`config.mk`:
```
export PLATFORM = sky130hd
export DESIGN_NAME = oam_dma_arbiter_flat
export DESIGN_NICKNAME = d
export VERILOG_FILES = /design/src/rtl/oam_dma_arbiter_if.sv /design/src/rtl/oam_dma_arbiter.sv /design/src/flat_wrapper.sv
export SDC_FILE = /design/constraint.sdc
export NUM_CORES = 1
export LEC_CHECK = 0
export CORE_ASPECT_RATIO = 0.5
export CORE_MARGIN = 10
export CORE_UTILIZATION = 40
export CTS_CLUSTER_SIZE = 20
export DETAILED_ROUTE_END_ITERATION = 12
export PLACE_DENSITY = 0.78
export SYNTH_ARGS = -nofsm -noshare
export SYNTH_HDL_FRONTEND = slang
export SYNTH_SLANG_ARGS = --single-unit
```
`constraint.sdc`:
```
create_clock -name clock -period 3.4 [get_ports clock]
set_input_delay 0.68 -clock clock [delete_from_list [all_inputs] [get_ports clock]]
set_output_delay 0.68 -clock clock [all_outputs]
set_load 0.02 [all_outputs]
```
`src/rtl/oam_dma_arbiter_if.sv`:
```
// rtl/oam_dma_arbiter_if.sv - CPU and memory-fabric signal bundle for the OAM DMA arbiter
// slave is the arbiter's view; master is the CPU/fabric side driving it.
interface oam_dma_arbiter_if;
  logic [15:0] cpu_addr;
  logic        cpu_we;
  logic        cpu_re;
  logic [7:0]  cpu_wdata;
  logic [7:0]  cpu_rdata;
  logic [15:0] mem_addr;
  logic        mem_we;
  logic        mem_re;
  logic [7:0]  mem_wdata;
  logic [7:0]  mem_rdata;
  logic        dma_active;
  logic [7:0]  dma_src;

  modport slave (
    input  cpu_addr, cpu_we, cpu_re, cpu_wdata, mem_rdata,
    output cpu_rdata, mem_addr, mem_we, mem_re, mem_wdata, dma_active, dma_src
  );

  modport master (
    output cpu_addr, cpu_we, cpu_re, cpu_wdata, mem_rdata,
    input  cpu_rdata, mem_addr, mem_we, mem_re, mem_wdata, dma_active, dma_src
  );
endinterface

```
`src/rtl/oam_dma_arbiter.sv`:
```
// rtl/oam_dma_arbiter.sv - shared memory bus arbiter with FF46-triggered OAM DMA copy
// CPU passes straight through while idle; during a transfer the DMA owns mem_* exclusively.
module oam_dma_arbiter #(
  parameter int unsigned DMA_LEN      = 160,
  parameter logic [15:0] DMA_REG_ADDR = 16'hFF46,
  parameter logic [15:0] DEST_BASE    = 16'hFE00,
  parameter int unsigned START_DELAY  = 1
) (
  input logic               clock,
  input logic               reset_n,
  oam_dma_arbiter_if.slave  bus
);

  localparam int unsigned DW = (START_DELAY > 1) ? $clog2(START_DELAY) : 1;
  localparam logic [7:0]    LAST_IDX = 8'(DMA_LEN - 1);
  localparam logic [DW-1:0] DLY_LAST = DW'((START_DELAY > 0) ? START_DELAY - 1 : 0);

  typedef enum logic [1:0] {
    IDLE,
    START,
    RD,
    WR
  } state_t;

  localparam state_t RESTART = (START_DELAY == 0) ? RD : START;

  state_t        state_q, state_d;
  logic [7:0]    index_q, index_d;
  logic [7:0]    dma_src_q, dma_src_d;
  logic [DW-1:0] dly_q, dly_d;

  logic          reg_hit;
  logic          reg_wr;
  logic [7:0]    src_eff;

  assign reg_hit = (bus.cpu_addr == DMA_REG_ADDR);
  assign reg_wr  = bus.cpu_we && reg_hit;

  // Echo RAM (E000-FFFF) aliases work RAM at C000-DFFF.
  assign src_eff = (dma_src_q >= 8'hE0) ? (dma_src_q - 8'h20) : dma_src_q;

  always_ff @(posedge clock or negedge reset_n) begin
    if (!reset_n) begin
      state_q   <= IDLE;
      index_q   <= 8'h00;
      dma_src_q <= 8'h00;
      dly_q     <= '0;
    end else begin
      state_q   <= state_d;
      index_q   <= index_d;
      dma_src_q <= dma_src_d;
      dly_q     <= dly_d;
    end
  end

  always_comb begin
    state_d   = state_q;
    index_d   = index_q;
    dma_src_d = dma_src_q;
    dly_d     = dly_q;
    case (state_q)
      START: begin
        if (dly_q == DLY_LAST) begin
          dly_d   = '0;
          state_d = RD;
        end else begin
          dly_d = dly_q + 1'b1;
        end
      end
      RD: state_d = WR;
      WR: begin
        if (index_q == LAST_IDX) begin
          state_d = IDLE;
        end else begin
          index_d = index_q + 8'h01;
          state_d = RD;
        end
      end
      default: state_d = state_q;
    endcase
    // A register write from any state (re)starts the transfer from byte 0.
    if (reg_wr) begin
      dma_src_d = bus.cpu_wdata;
      index_d   = 8'h00;
      dly_d     = '0;
      state_d   = RESTART;
    end
  end

  always_comb begin
    bus.mem_addr  = 16'h0000;
    bus.mem_we    = 1'b0;
    bus.mem_re    = 1'b0;
    bus.mem_wdata = 8'h00;
    if (reset_n) begin
      case (state_q)
        IDLE: begin
          bus.mem_addr  = bus.cpu_addr;
          bus.mem_we    = bus.cpu_we;
          bus.mem_re    = bus.cpu_re;
          bus.mem_wdata = bus.cpu_wdata;
        end
        RD: begin
          bus.mem_re   = 1'b1;
          bus.mem_addr = {src_eff, index_q};
        end
        WR: begin
          bus.mem_we    = 1'b1;
          bus.mem_addr  = DEST_BASE + {8'h00, index_q};
          bus.mem_wdata = bus.mem_rdata;
        end
        default: bus.mem_addr = 16'h0000;
      endcase
    end
  end

  always_comb begin
    bus.cpu_rdata = bus.mem_rdata;
    if (bus.cpu_re && reg_hit) begin
      bus.cpu_rdata = dma_src_q;
    end else if (state_q != IDLE) begin
      bus.cpu_rdata = 8'hFF;
    end
  end

  assign bus.dma_active = (state_q != IDLE);
  assign bus.dma_src    = dma_src_q;

endmodule

```
`src/flat_wrapper.sv`:
```
// flat-port wrapper written by rule: the top's interface ports become plain ports
module oam_dma_arbiter_flat 
#(
  parameter int unsigned DMA_LEN      = 160,
  parameter logic [15:0] DMA_REG_ADDR = 16'hFF46,
  parameter logic [15:0] DEST_BASE    = 16'hFE00,
  parameter int unsigned START_DELAY  = 1
)
  (clock, reset_n, bus_cpu_addr, bus_cpu_we, bus_cpu_re, bus_cpu_wdata, bus_mem_rdata, bus_cpu_rdata, bus_mem_addr, bus_mem_we, bus_mem_re, bus_mem_wdata, bus_dma_active, bus_dma_src);
  oam_dma_arbiter_if bus_i ();
  input logic clock;
  input logic reset_n;
  input wire logic [$bits(bus_i.cpu_addr)-1:0] bus_cpu_addr;
  input wire logic [$bits(bus_i.cpu_we)-1:0] bus_cpu_we;
  input wire logic [$bits(bus_i.cpu_re)-1:0] bus_cpu_re;
  input wire logic [$bits(bus_i.cpu_wdata)-1:0] bus_cpu_wdata;
  input wire logic [$bits(bus_i.mem_rdata)-1:0] bus_mem_rdata;
  output wire logic [$bits(bus_i.cpu_rdata)-1:0] bus_cpu_rdata;
  output wire logic [$bits(bus_i.mem_addr)-1:0] bus_mem_addr;
  output wire logic [$bits(bus_i.mem_we)-1:0] bus_mem_we;
  output wire logic [$bits(bus_i.mem_re)-1:0] bus_mem_re;
  output wire logic [$bits(bus_i.mem_wdata)-1:0] bus_mem_wdata;
  output wire logic [$bits(bus_i.dma_active)-1:0] bus_dma_active;
  output wire logic [$bits(bus_i.dma_src)-1:0] bus_dma_src;
  assign bus_i.cpu_addr = bus_cpu_addr;
  assign bus_i.cpu_we = bus_cpu_we;
  assign bus_i.cpu_re = bus_cpu_re;
  assign bus_i.cpu_wdata = bus_cpu_wdata;
  assign bus_i.mem_rdata = bus_mem_rdata;
  assign bus_cpu_rdata = bus_i.cpu_rdata;
  assign bus_mem_addr = bus_i.mem_addr;
  assign bus_mem_we = bus_i.mem_we;
  assign bus_mem_re = bus_i.mem_re;
  assign bus_mem_wdata = bus_i.mem_wdata;
  assign bus_dma_active = bus_i.dma_active;
  assign bus_dma_src = bus_i.dma_src;
  oam_dma_arbiter #(.DMA_LEN(DMA_LEN), .DMA_REG_ADDR(DMA_REG_ADDR), .DEST_BASE(DEST_BASE), .START_DELAY(START_DELAY)) u_core (.clock(clock), .reset_n(reset_n), .bus(bus_i));
endmodule
```
# Word level (Yosys, flattened, before mapping)
# Cells that the tools add are included.
# W data, S select, Z words.
[word_totals]
reg_bits = 19
input_bits = 36
out_inout_bits = 43
elab_cells = 46
[op_classes]
addsub = 4
order_cmp = 1
n_eq_ne = 7
muxes = 21
n_reduce_logical = 9
[ops]
columns = ["cell", "n"]
rows = [
  ["$mux W8", 7],
  ["$pmux W16 S3", 1],
  ["$eq A16 B16 Y1 const B", 1],
  ["$mux W16", 1],
  ["$pmux W8 S2", 1],
  ["$add A10 B9 Y11 const A", 1],
  ["$add A8 B1 Y8 const B", 1],
  ["$eq A8 B8 Y1 const B", 1],
  ["$ge A8 B8 Y1 const B", 1],
  ["$sub A8 B6 Y8 const B", 1],
  ["$mux W2", 3],
  ["$pmux W2 S3", 1],
  ["$reduce_bool A2 Y1", 3],
  ["$mux W1", 5],
  ["$eq A2 B2 Y1 const B", 2],
  ["$pmux W1 S2", 2],
  ["$reduce_and A2 Y1", 2],
  ["$reduce_bool A4 Y1", 1],
  ["$ne A3 B3 Y1 const B", 1],
  ["$eq A2 B1 Y1 const B", 1],
  ["$logic_and A1 B1 Y1", 2],
  ["$logic_not A2 Y1", 1],
  ["$ne A2 B1 Y1 const B", 1],
  ["$add A1 B1 Y1 const B", 1],
]

# Depth between registers and ports, before layout
[logic_depth]
word_depth = 4
ltp_mapped = 6
depth_no_buf = 6

# Least setup slack after synthesis
# OpenSTA, ideal clock, no wires.
[synth_timing]
path_type = "input -> output"
from = "in bus_cpu_addr[5]"
to = "out bus_cpu_rdata[5]"
arrival_ps = 2137
required_ps = 2720
path_slack_ps = 583
path_stages = 4
path_buffers = 0
cell_sequence = "or4b_4 > nor4_4 > nand2_2 > mux2i_1"
[synth_between]
elab_chain_len = 3
[synth_rtl]
columns = ["item", "line_no", "text"]
rows = [
  ["start, declared", "flat_wrapper.sv:13", "input wire logic [$bits(bus_i.cpu_addr)-1:0] bus_cpu_addr;"],
  ["$eq A16 B16 Y1", "oam_dma_arbiter.sv:36", "assign reg_hit = (bus.cpu_addr == DMA_REG_ADDR);"],
  ["$logic_and A1 B1 Y1", "oam_dma_arbiter.sv:119", "if (bus.cpu_re && reg_hit) begin"],
  ["$mux W8", "oam_dma_arbiter.sv:119", ""],
  ["end, declared", "flat_wrapper.sv:18", "output wire logic [$bits(bus_i.cpu_rdata)-1:0] bus_cpu_rdata;"],
]
# Every way passes these cells.

# Worst setup path in the final report
[layout_timing]
from = "in bus_cpu_addr[5]"
to = "out bus_cpu_rdata[7]"
# The elaborated chain is that of the path after synthesis.

==> Implementation_results.wiki <==
{| class="wikitable"
! Metric !! Value
|-
| Result of the run || complete, no violations
|-
| Total of hold buffers inserted after clock tree synthesis || 0
|-
| Worst slew slack as a fraction of its limit || 0.571
|-
| Count of final hold-check violations || 0
|-
| Worst-margin pin slew || 644 ps
|-
| Clock buffer depth || 2
|-
| Number of H-tree branching levels || 1
|-
| Global-route wire length before repair || 8.65 mm
|-
| Top cells by area, synth || sky130_fd_sc_hd__dfrtp_1, sky130_fd_sc_hd__nor2_1, sky130_fd_sc_hd__a22oi_1, sky130_fd_sc_hd__mux2_2, sky130_fd_sc_hd__ha_1
|-
| Placed wire-length estimate || 4.29 mm
|-
| Via total after detailed routing || 1658
|-
| Vertical extent of the die || 62.8 um
|-
| Netlist cell types || 34
|-
| Biggest area consumer among synthesized cells || sky130_fd_sc_hd__dfrtp_1
|-
| Clock root cell || sky130_fd_sc_hd__clkbuf_8
|-
| Length of the first detailed-routing pass in iterations || 4
|-
| Areal power density over the cells || 500 nW/um^2
|-
| Top cells by instance count after synthesis || sky130_fd_sc_hd__nor2_1, sky130_fd_sc_hd__dfrtp_1, sky130_fd_sc_hd__a22oi_1
|-
| Number of storage elements in the synthesis netlist || 18
|-
| Number of flops mapped to enable cells by yosys || 0
|-
| Start-to-end type of the worst setup path || primary input to output pin
|-
| Seq/Total Area, Yosys || 0.307
|-
| Io pins || 79
|-
| Setup_tns || 0 ps
|-
| Clock Skew || 1.55 ps
|-
| Non-filler cells, final || 310
|-
| Initial core utilization || 0.423
|-
| Residual antenna-violating net count after detailed routing || 0
|-
| Crit share post-route || 0.976
|-
| Worst hold slack across all endpoints || 558 ps
|-
| Min-delay worst type || flop to flop
|-
| Clock slew seen by the registers of the worst setup and hold paths || 70 ps
|-
| Critical path data arrival time || 2640 ps
|-
| Violation count after the first detailed-route iteration || 100
|-
| Primary FF master, synth || sky130_fd_sc_hd__dfrtp_1
|-
| Min Clock Period, post-route || 3320 ps
|-
| Pin count of the biggest net entering global routing || 27
|-
| Initial antenna violation count || 0
|-
| Number of global-route vias before repair || 1592
|-
| Proportion of synthesized flip-flops having asynchronous set or reset || 1.00
|-
| Total of max-cap violations || 0
|-
| Setup WS pre-CTS || -390 ps
|-
| Worst Slack Setup Final || 81.3 ps
|-
| Avg Inst Size Synth || 8.43 um^2
|-
| CTS tree || yes
|-
| Total congestion overflow after global routing || 0
|-
| Clk Latency, worst-skew pair || 260 ps
|-
| Top-area cell type share of the netlist area || 0.307
|-
| TritonCTS buffer count || 3
|-
| Maximum ir drop on the vdd rail || 0.411 mV
|-
| Area Growth Syn to Fin || 63.9%
|-
| Vias per std cell || 5.35
|-
| Gr usage total || 0.156
|-
| Die width || 106 um
|-
| Synth Instances || 174
|-
| Worst path required time || 2720 ps
|-
| Number of clock sinks seen by CTS || 18
|-
| Warning count from the yosys run || 0
|-
| DRC Markers || 0
|-
| Final setup violation count || 0
|-
| Total of buffers placed on input and output ports || 78
|-
| Cell leakage power || 1.02 nW
|-
| Startpoint type of the worst setup path || primary input
|-
| Fraction of final layout cells sized beyond drive strength 1 || 0.151
|-
| Unrepaired setup endpoints after global routing || no
|-
| Final instance area || 2410 um^2
|-
| Final-stage net count || 302
|-
| Row count || 15
|-
| Number of pins exceeding their max-slew limit in the final report || 0
|-
| Top achievable clock speed || 0.301 GHz
|-
| Dominant cell by count in the synthesized netlist || sky130_fd_sc_hd__nor2_1
|-
| Die ar. || 6640 um^2
|-
| Net count of the mapped netlist || 216
|-
| Core Area || 3470 um^2
|-
| Placed Cells incl. Taps || 304
|-
| Wire per inst || 17.5 um
|-
| Placement-stage cell area || 2350 um^2
|-
| Final weighted congestion in routability-driven placement || 0.829
|-
| Netlist area before placement || 1470 um^2
|-
| WL final || 5.43 mm
|-
| Sort of element at the end of the critical path || output pin
|-
| Antenna fix cells || 0
|-
| Top fanout value on the critical path || 8
|}
report_power, final:
part / internal, mW / switching [mW]
clock: 0.103 / 0.0750
combinational: 0.319 / 0.375
sequential: 0.261 / 0.0718
total: 0.682 / 0.522
per-layer routing:
layer / share of wire / vias to the layer above / global-route usage
met2: 0.54 / 37 / 0.294
met1: 0.42 / 813 / 0.183
met5: 0 / - / 0
met4: 0.0061 / 0 / 0.0201
met3: 0.031 / 4 / 0.0267
li1: - / 804 / -
kinds of logic (layout without fill, tap and decap cells):
kind of cell / after synthesis / count (layout) / synth area share
AOI/OAI and AO/OA: 37 / 37 / 0.172
muxes: 15 / 15 / 0.113
adders and majority gates: 6 / 6 / 0.0511
and+or+nand+nor: 75 / 75 / 0.271
xor gates and xnor gates: 5 / 5 / 0.0298
buffers and inverters: 18 / 103 / 0.0563
DFF: 18 / 18 / 0.307
per-stage QoR:
step,utilization,total power [mW]
6_report,0.693,1.20
5_1_grt,0.693,1.31
4_1_cts,0.692,1.21
3_5_place_dp,0.678,1.03
3_3_place_gp,0.678,1.01
2_1_floorplan,-,0.735
final cells by class:
type,instances,area [um^2]
fillers,278,1070
multi-input cells,138,940
repair buffers,94,878
flip-flops and latches,18,450
well taps,51,63.8
clock buffers,4,55.1
inverters,5,18.8
worst paths after layout:
| check | start | endpoint | slack (ps) | depth (start not counted) |
|---|---|---|---|---|
| hold reg to reg | u_core.index_q[4] | u_core.index_q[4] | 560 | 1 |
| min in group asynchronous | reset_n | u_core.index_q[7] | 790 | 2 |
| setup / recovery | bus_cpu_addr[5] | bus_cpu_rdata[7] | 80 | 7 |
| max in group asynchronous | reset_n | u_core.state_q[1] | 2420 | 2 |
| setup reg to reg | u_core.index_q[0] | u_core.index_q[3] | 1610 | 5 |
| hold / removal | u_core.index_q[4] | u_core.index_q[4] | 560 | 1 |
state kept, by name, summed over array words and instances, names as in the netlist:
name                flops
u_core.bus.dma_src      8
u_core.index_q          8
u_core.state_q          2
layout by cell type (no fill, tap or decap), types with 2 or more instances in the layout:
| master | count |
|---|---|
| sky130_fd_sc_hd__a21oi_1 | 10 |
| sky130_fd_sc_hd__a221oi_1 | 4 |
| sky130_fd_sc_hd__a22oi_1 | 17 |
| sky130_fd_sc_hd__and3_1 | 2 |
| sky130_fd_sc_hd__buf_4 | 16 |
| sky130_fd_sc_hd__clkbuf_2 | 4 |
| sky130_fd_sc_hd__clkbuf_8 | 4 |
| sky130_fd_sc_hd__clkdlybuf4s15_1 | 2 |
| sky130_fd_sc_hd__clkdlybuf4s50_1 | 70 |
| sky130_fd_sc_hd__dfrtp_1 | 18 |
| sky130_fd_sc_hd__dlygate4sd2_1 | 2 |
| sky130_fd_sc_hd__ha_1 | 6 |
| sky130_fd_sc_hd__inv_1 | 5 |
| sky130_fd_sc_hd__mux2_2 | 11 |
| sky130_fd_sc_hd__mux2i_1 | 3 |
| sky130_fd_sc_hd__nand2b_1 | 8 |
| sky130_fd_sc_hd__nand3_1 | 10 |
| sky130_fd_sc_hd__nand4_1 | 5 |
| sky130_fd_sc_hd__nand4b_1 | 2 |
| sky130_fd_sc_hd__nor2_1 | 36 |
| sky130_fd_sc_hd__nor2b_1 | 2 |
| sky130_fd_sc_hd__nor3_1 | 2 |
| sky130_fd_sc_hd__o21ai_0 | 3 |
| sky130_fd_sc_hd__xnor2_1 | 2 |
| sky130_fd_sc_hd__xor2_1 | 3 |
what timing repair did:
| action | in CTS | in global routing |
|---|---|---|
| buffers inserted | 0 | 2 |
| gates resized for setup | 9 | 10 |
| pin swaps | 1 | 0 |
| setup endpoints to repair | 8 | 6 |
worst max-delay path, cell delays in order:
cell and delay [ps]:
sky130_fd_sc_hd__clkdlybuf4s50_1 430, sky130_fd_sc_hd__or4b_4 560, sky130_fd_sc_hd__nor4_4 230, sky130_fd_sc_hd__nand2_4 150
sky130_fd_sc_hd__buf_4 170, sky130_fd_sc_hd__mux2_2 260, sky130_fd_sc_hd__clkbuf_2 160
Power figures use the tool's default switching activity.
